File: config.mk
export PLATFORM = sky130hd
export DESIGN_NAME = irq_ctrl_flat
export DESIGN_NICKNAME = d
export VERILOG_FILES = /design/src/rtl/irq_ctrl_if.sv /design/src/rtl/irq_ctrl.sv /design/src/flat_wrapper.sv
export SDC_FILE = /design/constraint.sdc
export NUM_CORES = 1
export LEC_CHECK = 0
export BUFFER_PORTS_ARGS = -buffer_cell sky130_fd_sc_hd__buf_4
export CORE_UTILIZATION = 40
export CTS_CLUSTER_SIZE = 30
export DETAILED_ROUTE_END_ITERATION = 16
export GPL_ROUTABILITY_DRIVEN = 0
export PLACE_DENSITY = 0.56
export SYNTH_ARGS = -nofsm -noshare
export SYNTH_HDL_FRONTEND = slang
export SYNTH_SLANG_ARGS = --single-unit
File: constraint.sdc
create_clock -name clk -period 2.4 [get_ports clk]
set_input_delay 0.48 -clock clk [delete_from_list [all_inputs] [get_ports clk]]
set_output_delay 0.48 -clock clk [all_outputs]
set_load 0.02 [all_outputs]
File: src/rtl/irq_ctrl_if.sv
// Bundle between the interrupt controller and its software/CPU side.
// master drives requests, mask writes and ack; slave is the controller.
interface irq_ctrl_if;
  logic [3:0] src;
  logic       wr_mask;
  logic [7:0] mask_in;
  logic       ack;
  logic [3:0] irq;
  logic [3:0] pending;
  logic [3:0] ovf;
  logic       busy;

  modport master (
    output src, wr_mask, mask_in, ack,
    input  irq, pending, ovf, busy
  );

  modport slave (
    input  src, wr_mask, mask_in, ack,
    output irq, pending, ovf, busy
  );
endinterface

File: src/rtl/irq_ctrl.sv
// Interrupt controller: sync + rise-detect 4 sources, latch pending, issue one-hot irq by fixed priority.
// Rise to irq takes SYNC_STAGES+2 edges; irq held until ack or TIMEOUT, then GAP_CYCLES low cycles.
module irq_ctrl #(
  parameter int          SYNC_STAGES = 2,
  parameter int          TIMEOUT     = 16,
  parameter int          GAP_CYCLES  = 2,
  parameter logic [7:0]  MASK_RST    = 8'h8F
) (
  input logic       clk,
  input logic       reset,
  irq_ctrl_if.slave bus
);

  localparam int TW = $clog2(TIMEOUT + 1);
  localparam int GW = $clog2(GAP_CYCLES + 1);
  localparam logic [TW-1:0] TMO_LOAD = TW'(TIMEOUT);
  localparam logic [TW-1:0] TMO_ONE  = TW'(1);
  localparam logic [GW-1:0] GAP_LOAD = GW'(GAP_CYCLES);
  localparam logic [GW-1:0] GAP_ONE  = GW'(1);

  typedef enum logic [1:0] {IDLE, ACTIVE, GAP} state_t;

  logic [3:0]    sync_q [SYNC_STAGES];
  logic [3:0]    sync_prev;
  logic [3:0]    rise;
  logic [3:0]    pending;
  logic [3:0]    ovf;
  logic [3:0]    clr;
  logic [3:0]    mask_en;
  logic          mask_glb;
  logic [3:0]    eligible;
  logic [1:0]    pick;
  state_t        state;
  logic [1:0]    sel;
  logic [3:0]    irq_q;
  logic          busy_q;
  logic [TW-1:0] tmo_cnt;
  logic [GW-1:0] gap_cnt;
  logic          unused_mask_bits;

  assign unused_mask_bits = ^bus.mask_in[6:4];

  always_ff @(posedge clk or posedge reset) begin
    if (reset) begin
      for (int k = 0; k < SYNC_STAGES; k++) sync_q[k] <= '0;
      sync_prev <= '0;
    end else begin
      sync_q[0] <= bus.src;
      for (int k = 1; k < SYNC_STAGES; k++) sync_q[k] <= sync_q[k-1];
      sync_prev <= sync_q[SYNC_STAGES-1];
    end
  end

  assign rise     = sync_q[SYNC_STAGES-1] & ~sync_prev;
  assign clr      = (state == ACTIVE && bus.ack) ? (4'b0001 << sel) : 4'b0000;
  assign eligible = pending & mask_en & {4{mask_glb}};

  // A new rise on the same edge as the ack-clear re-sets the bit, so no event is lost.
  always_ff @(posedge clk or posedge reset) begin
    if (reset) begin
      pending  <= '0;
      ovf      <= '0;
      mask_en  <= MASK_RST[3:0];
      mask_glb <= MASK_RST[7];
    end else begin
      pending <= (pending & ~clr) | rise;
      if (bus.wr_mask) begin
        mask_en  <= bus.mask_in[3:0];
        mask_glb <= bus.mask_in[7];
        ovf      <= '0;
      end else begin
        ovf <= ovf | (rise & pending);
      end
    end
  end

  always_comb begin
    pick = 2'd0;
    for (int i = 3; i >= 0; i--) begin
      if (eligible[i]) pick = 2'(i);
    end
  end

  // The last GAP cycle also performs the IDLE decision so irq is low for exactly GAP_CYCLES.
  always_ff @(posedge clk or posedge reset) begin
    if (reset) begin
      state   <= IDLE;
      sel     <= 2'd0;
      irq_q   <= '0;
      busy_q  <= 1'b0;
      tmo_cnt <= '0;
      gap_cnt <= '0;
    end else begin
      case (state)
        IDLE: begin
          if (|eligible) begin
            sel     <= pick;
            irq_q   <= 4'b0001 << pick;
            tmo_cnt <= TMO_LOAD;
            busy_q  <= 1'b1;
            state   <= ACTIVE;
          end
        end
        ACTIVE: begin
          if (bus.ack || tmo_cnt == TMO_ONE || !eligible[sel]) begin
            irq_q   <= '0;
            gap_cnt <= GAP_LOAD;
            state   <= GAP;
          end else begin
            tmo_cnt <= tmo_cnt - TMO_ONE;
          end
        end
        GAP: begin
          if (gap_cnt == GAP_ONE) begin
            if (|eligible) begin
              sel     <= pick;
              irq_q   <= 4'b0001 << pick;
              tmo_cnt <= TMO_LOAD;
              state   <= ACTIVE;
            end else begin
              busy_q <= 1'b0;
              state  <= IDLE;
            end
          end else begin
            gap_cnt <= gap_cnt - GAP_ONE;
          end
        end
        default: begin
          irq_q  <= '0;
          busy_q <= 1'b0;
          state  <= IDLE;
        end
      endcase
    end
  end

  assign bus.irq     = irq_q;
  assign bus.pending = pending;
  assign bus.ovf     = ovf;
  assign bus.busy    = busy_q;

endmodule
File: src/flat_wrapper.sv
// flat-port wrapper written by rule: the top's interface ports become plain ports
module irq_ctrl_flat 
#(
  parameter int          SYNC_STAGES = 2,
  parameter int          TIMEOUT     = 16,
  parameter int          GAP_CYCLES  = 2,
  parameter logic [7:0]  MASK_RST    = 8'h8F
)
  (clk, reset, bus_src, bus_wr_mask, bus_mask_in, bus_ack, bus_irq, bus_pending, bus_ovf, bus_busy);
  irq_ctrl_if bus_i ();
  input logic clk;
  input logic reset;
  input wire logic [$bits(bus_i.src)-1:0] bus_src;
  input wire logic [$bits(bus_i.wr_mask)-1:0] bus_wr_mask;
  input wire logic [$bits(bus_i.mask_in)-1:0] bus_mask_in;
  input wire logic [$bits(bus_i.ack)-1:0] bus_ack;
  output wire logic [$bits(bus_i.irq)-1:0] bus_irq;
  output wire logic [$bits(bus_i.pending)-1:0] bus_pending;
  output wire logic [$bits(bus_i.ovf)-1:0] bus_ovf;
  output wire logic [$bits(bus_i.busy)-1:0] bus_busy;
  assign bus_i.src = bus_src;
  assign bus_i.wr_mask = bus_wr_mask;
  assign bus_i.mask_in = bus_mask_in;
  assign bus_i.ack = bus_ack;
  assign bus_irq = bus_i.irq;
  assign bus_pending = bus_i.pending;
  assign bus_ovf = bus_i.ovf;
  assign bus_busy = bus_i.busy;
  irq_ctrl #(.SYNC_STAGES(SYNC_STAGES), .TIMEOUT(TIMEOUT), .GAP_CYCLES(GAP_CYCLES), .MASK_RST(MASK_RST)) u_core (.clk(clk), .reset(reset), .bus(bus_i));
endmodule
==> qor.yml, run 1 <==
status: "complete, no violations"
clkLatencyLatePin_ps: 280
start_kind: "register"
cts-root-buf: "clkbuf_8"
antenna_found_initial: 0
routed-via-count: 1391
post_drt_wl_per_cell_um: 14.7
routed.top_layer: "met4"
critPathTopFamily: "simple AND/OR/NAND/NOR gates"
p_total_mw: 2.45
rsz0062_at_grt: "no"
wl_met1_um: 1730
yosysWarnings: 0
diodes: 0
period_minus_slack_ps: 2170
fin_setup_tns_ps: 0
clock.fmax_ghz: 0.461
h-tree-depth: 2
hold_viol: 0
first_global_vias: 1430
postCtsSetupBuffers: 0
grt_usage: 0.168
initial_utilization: 0.415
fin_crit_sh: 0.904
crit_path_start: "u_core.tmo_cnt[1]$_DFFE_PP0P_"
die_area_um2: 5150
syn_nets: 199
post-route-cell-area_um2: 2280
register_area_um2: 1030
layout-drive-gt1-share: 0.268
worst_pin_slew_ps: 508
min_path_cells: 1
num_rows: 25
max-vdd-ir-drop_mv: 0.461
hp-class: "input pin to register"
cp_max_fo: 8
required_ps: 2570
path_class: "register to register"
crit_path_end_kind: "register"
syn_avg_cell_area_um2: 11.2
synth_ff_type: "dfrtp_1"
worstPathArrival_ps: 2340
critPathMaxStageDelay_ps: 470
syn-cell-area_um2: 1950
core_area_um2: 4690
post_dp_cell_area_um2: 2190
ant_nets: 0
post-place-ws_ps: 251
rr_startpoint: "u_core.tmo_cnt[1]$_DFFE_PP0P_"
path_cells: "inv_1 > ha_1 > or4b_1 > nand3_2 > nand2b_1 > o211ai_4 > mux2_4"
maxSlewViolCount: 0
syn_inst: 174
hp-start: "bus_src[1]"
pwr_density_cell_nw_per_um2: 1080
synth_edf_count: 0
path_clk_slew_ps: 80
fillCellCount: 431
clockBufferDepth: 2
cts.sinks: 41
critPathSlowestCell: "or4b_1"
cts_hold_buf: 0
dp_cells: 251
drc: 0
syn2layout_area_growth_pct: 17.2
numPortBuffers: 25
fin_nets: 229
ys_async_sr_fraction: 1.00
drt_wl_total_um: 3800
finish.utilization: 0.486
die_h_um: 71.7
final_cell_mix: "36 x dfrtp_1, 27 x buf_4, 17 x inv_1"
layout_commonest_cell: "dfrtp_1"
hpwl_um: 2840
die_w_um: 71.7
grt_max_degree: 42
drt_iter0_drc: 38
r2r_setup_slack_ps: 230
leakage_nw: 1.05
multi_input_area_um2: 816
r2r_end: "u_core.state[0]$_DFFE_PP0P_"
fin_ws_ps: 230
ctsResizeCount: 0
grt-ovfl-total: 0
cts_buffers: 5
route.met2.wl_um: 1940
ys_ff_latch: 41
hold_ws_ps: 297
viasPerCell: 5.37
path_buf_inv: 1
fin_cells: 259
pin_count: 29
finClkSkew_ps: 5.71
setup_viol_count_final: 0
worst_hold_path.endpoint: "u_core.sync_q[5]$_DFF_PP0_"
seq_area_frac_synth: 0.531
slew_headroom: 0.661
drv_cap: 0
synthDistinctLibCells: 43
grt_pass1_wl_um: 6640
first_pass_iters: 4
route.met3.wl_um: 114
cts_tree: "built"
reg2regPathDepth: 7
routing by layer:
layer  vias to the layer above  track usage
met5                         -            0
met4                         0       0.0545
met3                         2       0.0506
met2                        29        0.273
met1                       683        0.215
li1                        677            -
sequential cells by signal (all words and copies together) (netlist names), 2 cells and up:
register / count
u_core.tmo_cnt: 5
u_core.mask_en: 4
u_core.bus.irq: 4
u_core.sync_q: 8
u_core.gap_cnt: 2
u_core.sync_prev: 4
u_core.sel: 2
u_core.bus.pending: 4
u_core.state: 2
u_core.bus.ovf: 4
worst max path at each step:
stage,depth (start not counted),slack (ps),to
floorplan,6,420,u_core.bus.irq[0]$_DFFE_PP0P_
finish,7,230,u_core.state[0]$_DFFE_PP0P_
CTS,7,240,u_core.state[0]$_DFFE_PP0P_
global placement,7,300,u_core.state[0]$_DFFE_PP0P_
global route,7,130,u_core.state[0]$_DFFE_PP0P_
detailed placement,7,250,u_core.state[0]$_DFFE_PP0P_
final cells by class:
class	instances	share of cell area
sequential	41	0.453
multi-input combinational	111	0.358
timing repair buffer	27	0.0889
clock buffer	7	0.0379
inverter	18	0.0296
tap	54	0.0296
clock inverter	1	0.00329
where the power goes:
| part | switching [mW] | internal, mW | leakage, nW |
|---|---|---|---|
| clock network | 0.227 | 0.234 | 0.0445 |
| registers | 0.147 | 0.848 | 0.485 |
| logic | 0.563 | 0.435 | 0.521 |
cells by family (layout without fill, tap and decap cells):
kind of cell	after synthesis	in the layout	share of synthesized area
and+or+nand+nor	49	49	0.136
buffers and inverters	22	53	0.0502
DFF	41	41	0.531
adders and majority gates	9	9	0.0579
AOI/OAI and AO/OA	44	44	0.164
muxes	9	9	0.0617
synth_stat cells (2+ instances only):
library cell  instances  area, um2
dfrtp_1              36        901
nor2b_1               2       12.5
mux2_4                2       30.0
nand4_1               5       31.3
mux2_1                2       22.5
nand2_1              12       45.0
clkbuf_1              2       7.51
o41ai_2               2       32.5
nor3_1                4       20.0
ha_1                  9        113
nor2_1                9       33.8
inv_1                17       63.8
buf_6                 2       22.5
mux2_2                4       45.0
or3_1                 2       12.5
o21ai_1               4       20.0
a22o_1                2       17.5
o21ai_0               9       45.0
and2_1                4       25.0
nand2b_1              3       18.8
a21oi_1               5       25.0
a31oi_1              11       68.8
dfstp_2               5        131
nand3_1               2       10.0
No activity file was read; power rests on OpenSTA's default activity.
==> inputs of run 2 (changes only) <==
Settings changed: CTS_BUF_LIST set to sky130_fd_sc_hd__clkbuf_16.
==> run 2 against run 1 <==
Effect of this change: via count is 0.79% higher; clock power is 35% higher; die area stayed put; non-clock buffer count stayed put; global-route usage is 0.30 points higher; count of clock-buffer cells in the layout is 2 lower; cell area is 2.0% higher; critical endpoint unchanged; power is 6.6% higher; critical path depth stayed put.
==> qor.yml, run 2 (synthesis results as in run 1) <==
status: "complete, no violations"
drt_wl_total_um: 3840
clockBufferDepth: 2
finish.utilization: 0.496
setup_viol_count_final: 0
first_pass_iters: 4
leakage_nw: 1.07
layout-drive-gt1-share: 0.263
clock.fmax_ghz: 0.461
fin_setup_tns_ps: 0
cts_buffers: 5
clkLatencyLatePin_ps: 270
post_drt_wl_per_cell_um: 14.8
first_global_vias: 1434
path_clk_slew_ps: 60
grt_max_degree: 42
initial_utilization: 0.415
drv_cap: 0
largest_register_ffs: 8
core_area_um2: 4690
hpwl_um: 2840
cts.sinks: 41
swShare: 0.365
finClkSkew_ps: 4.50
pwr-share-comb: 0.381
p_int_mw: 1.66
die_w_um: 71.7
die_h_um: 71.7
grt_pass1_wl_um: 6690
min_path_cells: 1
drt_iter0_drc: 35
critPathTopFamily: "simple AND/OR/NAND/NOR gates"
pin_count: 29
cts-root-buf: "clkbuf_16"
fin_nets: 229
top_regs: "u_core.sync_q (8), u_core.tmo_cnt (5)"
hold_viol: 0
worstPathArrival_ps: 2320
grt-ovfl-total: 0
required_ps: 2560
fin_crit_sh: 0.903
largest-register: "u_core.sync_q"
rsz0062_at_grt: "no"
layout_commonest_cell: "dfrtp_1"
hp-class: "input pin to register"
start_kind: "register"
numPortBuffers: 25
ant_nets: 0
drc: 0
path_depth: 7
fillCellCount: 433
diodes: 0
cp_max_fo: 8
final_cell_mix: "36 x dfrtp_1, 27 x buf_4, 18 x inv_1"
syn2layout_area_growth_pct: 19.5
cts_tree: "built"
seq_power_share: 0.381
die_area_um2: 5150
reg2regPathDepth: 7
worst_pin_slew_ps: 539
num_rows: 25
viasPerCell: 5.41
routed-via-count: 1402
path_cells: "inv_1 > ha_1 > or4b_1 > nand3_2 > nand2b_1 > o211ai_4 > mux2_4"
path_class: "register to register"
slew_headroom: 0.639
maxSlewViolCount: 0
period_minus_slack_ps: 2170
r2r_setup_slack_ps: 230
cts_hold_buf: 0
max-vdd-ir-drop_mv: 0.558
pwr_density_cell_nw_per_um2: 1130
switchingPower_mw: 0.955
critPathMaxStageDelay_ps: 470
p_clk_frac: 0.237
postCtsSetupBuffers: 0
critPathSlowestCell: "or4b_1"
h-tree-depth: 2
grt_usage: 0.171
antenna_found_initial: 0
ctsResizeCount: 0
path_buf_inv: 1
crit_path_end_kind: "register"
run 2: layout make-up:
cell class,instances,area (um2),area share
timing repair buffer,27,203,0.0871
multi-input combinational,111,816,0.351
inverter,18,67.6,0.0290
tap,54,67.6,0.0290
sequential,41,1030,0.444
clock inverter,3,15.0,0.00646
clock buffer,5,125,0.0538
run 2: power by group through the flow:
stage | registers (mW) | clock network [mW] | logic [mW]
after floorplan | 1.03 | 0 | 0.684
after detailed placement | 1.01 | 0 | 0.997
after global placement | 0.996 | 0 | 0.969
after CTS | 0.998 | 0.642 | 1.00
after global routing | 1.02 | 0.677 | 1.11
final | 0.998 | 0.621 | 0.998
run 2: worst register-to-register path, delay by kind of cell (launching register included):
family,cells,cell delay (ps)
AOI/OAI and AO/OA,1,140
adders and majority gates,1,160
buffers and inverters,1,110
DFF,1,390
muxes,1,310
and+or+nand+nor,3,940
run 2: layer usage:
layer,track usage,vias to the layer above,part of all wire
li1,-,675,-
met1,0.216,694,0.45
met2,0.273,29,0.50
met3,0.0506,4,0.032
met4,0.0741,0,0.014
met5,0,-,0
run 2: final timing paths:
path,start,endpoint
setup / recovery,u_core.tmo_cnt[1]$_DFFE_PP0P_,u_core.state[0]$_DFFE_PP0P_
setup reg to reg,u_core.tmo_cnt[1]$_DFFE_PP0P_,u_core.state[0]$_DFFE_PP0P_
min in group asynchronous,reset,u_core.tmo_cnt[0]$_DFFE_PP0P_
hold reg to reg,u_core.sync_q[6]$_DFF_PP0_,u_core.sync_q[2]$_DFF_PP0_
max in group asynchronous,reset,u_core.mask_en[0]$_DFFE_PP1P_
hold / removal,bus_src[1],u_core.sync_q[5]$_DFF_PP0_
run 2: metrics by stage:
| stage | setup WS [ps] | hold WS, ps | power (mW) | std cells | area [um2] |
|---|---|---|---|---|---|
| after floorplan | 422 | 331 | 1.72 | 174 | 1950 |
| after global placement | 304 | 332 | 1.96 | 251 | 2190 |
| after detailed placement | 251 | 336 | 2.01 | 251 | 2190 |
| after CTS | 240 | 301 | 2.64 | 259 | 2330 |
| after global routing | 137 | 291 | 2.81 | 259 | 2330 |
| final | 233 | 308 | 2.62 | 259 | 2330 |
